===== config.mk =====
export PLATFORM = sky130hd
export DESIGN_NAME = fetch_stage
export DESIGN_NICKNAME = d
export VERILOG_FILES = /design/src/rtl/all_pkgs.sv /design/src/rtl/if_id_reg.sv /design/src/rtl/fetch_stage.sv
export SDC_FILE = /design/constraint.sdc
export NUM_CORES = 1
export LEC_CHECK = 0
export BUFFER_PORTS_ARGS = -buffer_cell sky130_fd_sc_hd__buf_2
export CORE_MARGIN = 5
export CORE_UTILIZATION = 55
export CTS_CLUSTER_SIZE = 25
export DETAILED_ROUTE_END_ITERATION = 12
export GPL_TIMING_DRIVEN = 1
export PLACE_DENSITY = 0.93
export SKIP_LAST_GASP = 1
export SYNTH_ARGS = -nofsm -noshare
export SYNTH_HDL_FRONTEND = slang
export SYNTH_HIERARCHICAL = 1
export SYNTH_SLANG_ARGS = --single-unit

===== constraint.sdc =====
create_clock -name clk -period 5.8 [get_ports clk]
set_input_delay 0.58 -clock clk [delete_from_list [all_inputs] [get_ports clk]]
set_output_delay 0.58 -clock clk [all_outputs]
set_load 0.01 [all_outputs]

===== src/rtl/all_pkgs.sv =====
// rtl/all_pkgs.sv - shared constants and types for the fetch datapath
package all_pkgs;

    localparam int XLEN = 32;

    localparam logic [31:0] NOP_INSTR    = 32'h0000_0013;
    localparam logic [31:0] ECALL_INSTR  = 32'h0000_0073;
    localparam logic [31:0] EBREAK_INSTR = 32'h0010_0073;
    localparam logic [6:0]  OPC_SYSTEM   = 7'b111_0011;

    typedef enum logic {
        RUN  = 1'b0,
        HALT = 1'b1
    } fetch_state_t;

    // Only the two exact environment-trap encodings stop fetch; other SYSTEM words do not.
    function automatic logic is_halt_instr(input logic [31:0] instr);
        return (instr[6:0] == OPC_SYSTEM) &&
               ((instr == ECALL_INSTR) || (instr == EBREAK_INSTR));
    endfunction

endpackage


===== src/rtl/if_id_reg.sv =====
// rtl/if_id_reg.sv - IF/ID pipeline register with load, bubble and hold
module if_id_reg
    import all_pkgs::*;
#(
    parameter int WIDTH = XLEN
) (
    input  logic             clk,
    input  logic             rst,
    input  logic             load,
    input  logic             bubble,
    input  logic [WIDTH-1:0] instr,
    input  logic [WIDTH-1:0] pc,
    input  logic [WIDTH-1:0] pc_plus4,
    output logic [WIDTH-1:0] if_id_instr,
    output logic [WIDTH-1:0] if_id_pc,
    output logic [WIDTH-1:0] if_id_pc_plus4,
    output logic             if_id_valid
);

    always_ff @(posedge clk) begin
        if (rst || bubble) begin
            if_id_instr    <= WIDTH'(NOP_INSTR);
            if_id_pc       <= '0;
            if_id_pc_plus4 <= '0;
            if_id_valid    <= 1'b0;
        end else if (load) begin
            if_id_instr    <= instr;
            if_id_pc       <= pc;
            if_id_pc_plus4 <= pc_plus4;
            if_id_valid    <= 1'b1;
        end
    end

endmodule


===== src/rtl/fetch_stage.sv =====
// rtl/fetch_stage.sv - PC register, RUN/HALT control and IF/ID capture
module fetch_stage
    import all_pkgs::*;
#(
    parameter logic [31:0] RESET_PC = 32'h0000_0000,
    parameter int          WIDTH    = XLEN
) (
    input  logic             clk,
    input  logic             rst,
    input  logic             stall,
    input  logic             redirect_valid,
    input  logic [WIDTH-1:0] redirect_pc,
    output logic             imem_req,
    output logic [WIDTH-1:0] imem_addr,
    input  logic [WIDTH-1:0] imem_rdata,
    input  logic             imem_valid,
    output logic [WIDTH-1:0] if_id_instr,
    output logic [WIDTH-1:0] if_id_pc,
    output logic [WIDTH-1:0] if_id_pc_plus4,
    output logic             if_id_valid,
    output logic             halted
);

    fetch_state_t     state_q, state_d;
    logic [WIDTH-1:0] pc_q, pc_d;
    logic [WIDTH-1:0] pc_plus4;
    logic             load, bubble;
    logic [1:0]       unused_redirect_lsbs;

    assign unused_redirect_lsbs = redirect_pc[1:0];
    assign pc_plus4  = pc_q + WIDTH'(4);
    assign imem_addr = pc_q;
    assign imem_req  = (state_q == RUN) && !stall;
    assign halted    = (state_q == HALT);

    always_ff @(posedge clk) begin
        if (rst) begin
            pc_q    <= WIDTH'(RESET_PC);
            state_q <= RUN;
        end else begin
            pc_q    <= pc_d;
            state_q <= state_d;
        end
    end

    // Redirect wins over stall so a resolved branch is never lost behind a hazard hold.
    always_comb begin
        pc_d    = pc_q;
        state_d = state_q;
        load    = 1'b0;
        bubble  = 1'b0;
        if (redirect_valid) begin
            pc_d    = {redirect_pc[WIDTH-1:2], 2'b00};
            state_d = RUN;
            bubble  = 1'b1;
        end else if (stall) begin
            pc_d = pc_q;
        end else if (state_q == HALT) begin
            bubble = 1'b1;
        end else if (!imem_valid) begin
            bubble = 1'b1;
        end else begin
            load = 1'b1;
            pc_d = pc_plus4;
            if (is_halt_instr(32'(imem_rdata))) begin
                state_d = HALT;
            end
        end
    end

    if_id_reg #(
        .WIDTH (WIDTH)
    ) u_if_id_reg (
        .clk            (clk),
        .rst            (rst),
        .load           (load),
        .bubble         (bubble),
        .instr          (imem_rdata),
        .pc             (pc_q),
        .pc_plus4       (pc_plus4),
        .if_id_instr    (if_id_instr),
        .if_id_pc       (if_id_pc),
        .if_id_pc_plus4 (if_id_pc_plus4),
        .if_id_valid    (if_id_valid)
    );

endmodule


==> results of run 1 <==
[synth_stat cells, types with 2 or more instances]
master / instances / share of area (%)
dfxtp_1: 128 / 43
nor2_1: 124 / 7.7
mux2i_1: 96 / 16
nand2_1: 33 / 2.1
xnor2_1: 22 / 3.2
clkbuf_1: 20 / 1.2
nand3_1: 18 / 1.5
nand4_1: 17 / 1.8
nor4_1: 16 / 1.7
nor3_1: 15 / 1.2
xor2_1: 15 / 2.2
buf_2: 13 / 1.1
buf_6: 13 / 2.4
inv_1: 10 / 0.62
nor2_2: 10 / 1.0
o21ai_0: 9 / 0.75
a211oi_1: 8 / 1.0
and4_1: 8 / 1.2
and3_1: 7 / 0.73
a311oi_1: 6 / 0.87
o31a_1: 5 / 0.73
or3_1: 5 / 0.52
a2111oi_0: 4 / 0.58
buf_4: 4 / 0.50
nor3b_1: 4 / 0.50
a2111oi_1: 3 / 0.50
a21oi_1: 3 / 0.25
buf_1: 3 / 0.19
nand4b_1: 3 / 0.44
nor2b_1: 3 / 0.31
o31ai_1: 3 / 0.37
or4_1: 3 / 0.37
a221oi_1: 2 / 0.29
nand3b_1: 2 / 0.25
o211ai_1: 2 / 0.25
o41a_1: 2 / 0.37
[worst max-delay path by stage]
| stage | end | slack [ns] | cells after the start |
|---|---|---|---|
| detailed placement | u_if_id_reg/if_id_instr[3] | 2.53 | 6 |
| CTS | u_if_id_reg/if_id_pc_plus4[11] | 2.85 | 5 |
| global route | u_if_id_reg/if_id_pc[23] | 2.69 | 5 |
| finish | u_if_id_reg/if_id_pc_plus4[25] | 2.80 | 5 |
| floorplan | u_if_id_reg/if_id_pc[2] | 3.65 | 9 |
| global placement | u_if_id_reg/if_id_pc_plus4[29] | 2.62 | 6 |
[sequential cells by signal, summed over array words and instances, names as in the netlist]
signal                      flops
halted                          1
u_if_id_reg/if_id_instr        32
u_if_id_reg/if_id_valid         1
u_if_id_reg/if_id_pc           32
imem_addr                      30
u_if_id_reg/if_id_pc_plus4     32
[critical path, stage by stage (launching register included)]
cell	delay (ns)
dfxtp_1	0.38
or3b_2	0.66
nor2_4	0.86
buf_12	0.44
mux2i_1	0.29
nor2_1	0.07
[layout make-up]
type	instances	area, um2
Fill cell	789	3343
Tap cell	140	175.2
Multi-Input combinational cell	469	3105
Inverter	11	41.29
Timing Repair Buffer	196	996.0
Sequential cell	128	2562
Antenna cell	3	7.507
Clock inverter	10	112.6
Clock buffer	21	449.2
[per-layer routing]
layer / up-vias / global-route usage [%] / share of wire (%)
li1: 2638 / - / -
met1: 2619 / 30.89 / 39
met2: 291 / 41.48 / 48
met3: 38 / 7.770 / 9.8
met4: 2 / 11.64 / 2.8
met5: - / 0 / 0.041
[stage by stage]
stage | cells | util [%] | power, W
after floorplan | 661 | - | 0.001071
after global placement | 944 | 63.75 | 0.001131
after global routing | 977 | 69.00 | 0.002212
after CTS | 975 | 68.95 | 0.002141
final | 978 | 69.02 | 0.002134
after detailed placement | 944 | 63.75 | 0.001136
[layout by cell type, fill, tap and decap left out, drive strengths merged, types with 2 or more instances in the layout]
master and count:
a21oi 3, or4 3, conb 6, inv 11, nand2 33, nor2b 3
nand4b 3, nor4 17, clkbuf 21, and4 8, o211ai 2, or3 5
o21ai 9, buf 196, mux2i 96, nor3b 5, a2111oi 7, and3 7
o31ai 3, nand4 18, o41a 2, clkinvlp 5, dfxtp 128, a211oi 8
diode 3, nor3 16, xnor2 22, bufinv 2, xor2 15, a221oi 2
nor2 134, clkinv 3, a311oi 6, nand3b 2, nand3 18, o31a 5
[power breakdown]
group | leakage (nW) | internal, W | switching, W
Sequential | 1.04 | 0.000900 | 0.0000418
Clock | 0.262 | 0.000629 | 0.000385
Combinational | 1.75 | 0.0000792 | 0.0000998
[kinds of logic (layout without fill, tap and decap cells)]
| kind of cell | count (synthesis) | after routing | share of synthesized area [%] |
|---|---|---|---|
| other cells | 1 | 9 | 0.06241 |
| buf+inv | 64 | 238 | 6.143 |
| mux | 96 | 96 | 15.99 |
| xor+xnor | 37 | 37 | 5.394 |
| flops | 128 | 128 | 42.65 |
| compound gates | 53 | 53 | 6.726 |
| simple gates | 276 | 276 | 22.82 |
| fa+ha+maj | 1 | 1 | 0.2082 |
==> metrics, run 1 <==
status completed; Core Rows 38; Lkg Pwr 3.056 nW; arrival time worst endpoint 3.34 ns; IO Pins 200; FF-to-FF path depth 5; worst-path fanout max 70; Setup crit start halted; endpoint of the worst register-to-register path u_if_id_reg/if_id_pc_plus4[25]; Hold Crit Depth 3; final worst setup slack 2.801 ns; TritonCTS clock tree yes; RePlAce Congestion 0.8487; Top FF cell, synth dfxtp_1; detailed placer's ending HPWL 11,780 um; fin nets 893; CTS Sinks 128; largest net degree at the start of global routing 95; Num CTS Buffers 17; skew final 0.01179 ns; hold buffer count at CTS 0; # port buffers 195; Mapped Avg Cell Area 9.159 um2; initial antenna violation count 3; Hold Slack 0.3018 ns; DRT Wirelength 17,010 um; Final Slew Violations 0; vias per cell 5.714; Slew HR 24.99%; Core ar. 10,790 um2; Netlist Area Pre-Place 6008 um2; Routed WL per cell 17.40 um; worst path required time 6.14 ns; Hold Startpoint imem_rdata[20]; Worst setup SP type flop; critical path class flop to flop; synth warn 6; fmax 0.3335 GHz; unrepaired setup endpoints after global routing false; Post-Syn Instances 656; postcts setup bufs 0; DP Area 6880 um2; sequential fraction of the synthesis area 42.65%; max cap viols 0; TNS Setup 0 ns; first-pass GRT wire length 26,790 um; Least-Margin Pin Slew 1.125 ns; HP Class input port to flop; Overflow after GRT 0; #FFs+latches synth 128; vias post-DR 5,588; clock-pin slew on the worst setup and hold paths 0.06 ns; Initial DRC Count 453; Final period util 51.70%; peak supply drop 0.0001455 V; post-CTS sizing 0; initial core utilization 55.67%; final instance area 7450 um2; die span in y 114.5 um; Post-synth EDFFs 0; pre-CTS WS 2.528 ns; P&R area growth vs syn 23.99%; H-tree Lvls 4; Yosys cell types 53; nature of the critical path endpoint flop; All-Layer GR Usage 25.50%; layout cells sized above 1 29.22%; worst reg2reg startpoint halted; Final setup violation count 0; antenna-violating nets left 0; DRT Pass-1 Iters 5; die area 13,110 um2; Die X 114.5 um; sink of the worst hold path u_if_id_reg/if_id_instr[20]; CTS root buf clkbuf_8; # DRC 0; vias in the first global route 5,369; Power Density 286.5 nW/um2; Worst R2R Setup Slack 2.80 ns; post-layout min period 2.999 ns; Hold Violations, Final 0; asr flop ratio synth 0%; Clock Path Buffers 2; clock latency on the worst-skew pair 0.52 ns
No activity file was read; power rests on OpenSTA's default activity.
==> inputs of run 2 (changes only) <==
- CORE_UTILIZATION: 55 -> 46
- PLACE_DENSITY: 0.93 -> 0.84
- clock period: 5.8 -> 2.5 ns (I/O delays scaled with it)
==> metrics, run 2 (synthesis results as in run 1) <==
TNS Setup 0 ns; Routed WL per cell 16.69 um; routed length on met1 7275 um; commonest non-fill, non-tap cells in the layout buf_2, dfxtp_1, nor2_1; fin nets 917; Worst setup SP type flop; hold buffer count at CTS 0; clock latency on the worst-skew pair 0.42 ns; DRT Wirelength 17,230 um; status completed; die area 15,450 um2; detailed placer's ending HPWL 12,430 um; Die X 124.3 um; initial antenna violation count 1; CTS root buf clkbuf_16; Final setup violation count 0; endpoint of the worst register-to-register path imem_addr[21]; Lkg Pwr 3.209 nW; # DRC 0; antenna-violating nets left 0; arrival time worst endpoint 2.49 ns; initial core utilization 47.23%; critical path class flop to flop; Top delay family on crit path compound AO/OA/AOI/OAI gates; Top Registers u_if_id_reg/if_id_instr: 32 flops, u_if_id_reg/if_id_pc: 32 flops, u_if_id_reg/if_id_pc_plus4: 32 flops; Final period util 88.35%; Setup crit start imem_addr[17]; worst reg2reg startpoint imem_addr[17]; Initial DRC Count 309; crit-path cells and4_1, nand2_1, o41a_1, a2111oi_0; Final Slew Violations 0; uppermost layer routed met4; Core ar. 12,720 um2; # port buffers 195; Hold Violations, Final 0; Clock Path Buffers 2; All-Layer GR Usage 21.82%; skew final 0.007035 ns; Overflow after GRT 0; fmax 0.4527 GHz; max cap viols 0; worst-path fanout max 14; vias post-DR 5,531; Num CTS Buffers 17; metal2 WL 8233 um; post-layout min period 2.209 ns; RePlAce Congestion 0.8100; slowest stage delay, CP 0.50 ns; H-tree Lvls 4; P&R area growth vs syn 28.03%; slowest library cell on the worst path o41a_1; Core Rows 41; postcts setup bufs 0; clock-pin slew on the worst setup and hold paths 0.06 ns; most common cell after layout, fill and taps aside buf_2; CTS Sinks 128; vias in the first global route 5,385; Worst R2R Setup Slack 0.29 ns; final worst setup slack 0.2912 ns; unrepaired setup endpoints after global routing false; IO Pins 200; FF-to-FF path depth 4; Power Density 647.2 nW/um2; nature of the critical path endpoint flop; length of routed met3 wiring 1448 um; die span in y 124.3 um; Buf+Inv Stages, Crit Path 0; worst path required time 2.78 ns; Worst Setup EP imem_addr[21]; pre-CTS WS 0.1934 ns; TritonCTS clock tree yes; Pwr Total 0.004978 W; largest net degree at the start of global routing 53; HP Class input port to flop; DRT Pass-1 Iters 5; cell depth of the worst setup path 4; vias per cell 5.359; first-pass GRT wire length 27,770 um; layout cells sized above 1 31.20%; layout filler cell count 1,117; peak supply drop 0.0004439 V
[run 2: worst register-to-register path, stage by stage (launching register included)]
cell and delay [ns]:
dfxtp_1 0.48, and4_1 0.39, nand2_1 0.33, o41a_1 0.50
a2111oi_0 0.39
[run 2: per-stage QoR]
step                      util [%]  cells  area (um2)  hold WS [ns]
after floorplan                  -    661        6027        0.3590
after global placement       56.01   1000        7126        0.4450
after detailed placement     56.01   1000        7126        0.4559
after CTS                    60.42   1031        7686       0.05325
after global routing         60.46   1032        7692       0.07121
final                        60.46   1032        7692       0.08226
[run 2: metal layers]
layer  vias to the layer above  track usage, %
met5                         -               0
met2                       217           35.31
met1                      2606           26.57
li1                       2685               -
met4                         0           7.930
met3                        23           8.062
[run 2: cell type report]
cell class	count	area [um2]	share of cell area [%]
Multi-Input combinational cell	469	3109	40.42
Sequential cell	128	2562	33.31
Timing Repair Buffer	220	1201	15.61
Clock buffer	25	505.5	6.571
Tap cell	172	215.2	2.798
Clock inverter	6	55.05	0.7157
Inverter	11	41.29	0.5368
Antenna cell	1	2.502	0.03253
[run 2: power breakdown]
group | total [W] | internal [W] | switching, W
clock | 0.00234 | 0.00148 | 0.000859
combinational | 0.000482 | 0.000211 | 0.000271
sequential | 0.00215 | 0.00209 | 0.0000642
[run 2: repair_timing]
action	4_1_cts	5_1_grt
endpoints found under the setup margin	0	1
gates resized for setup	0	1
hold endpoints to repair	0	0
[run 2: worst min path at each step]
| stage | endpoint | slack [ns] | cells after the start | startpoint |
|---|---|---|---|---|
| after floorplan | u_if_id_reg/if_id_instr[0] | 0.36 | 2 | rst |
| after global placement | u_if_id_reg/if_id_valid | 0.45 | 2 | u_if_id_reg/if_id_valid |
| after detailed placement | u_if_id_reg/if_id_valid | 0.46 | 2 | u_if_id_reg/if_id_valid |
| after CTS | u_if_id_reg/if_id_instr[4] | 0.05 | 3 | imem_rdata[4] |
| after global routing | u_if_id_reg/if_id_instr[4] | 0.07 | 3 | imem_rdata[4] |
| final | u_if_id_reg/if_id_instr[0] | 0.08 | 3 | imem_rdata[0] |
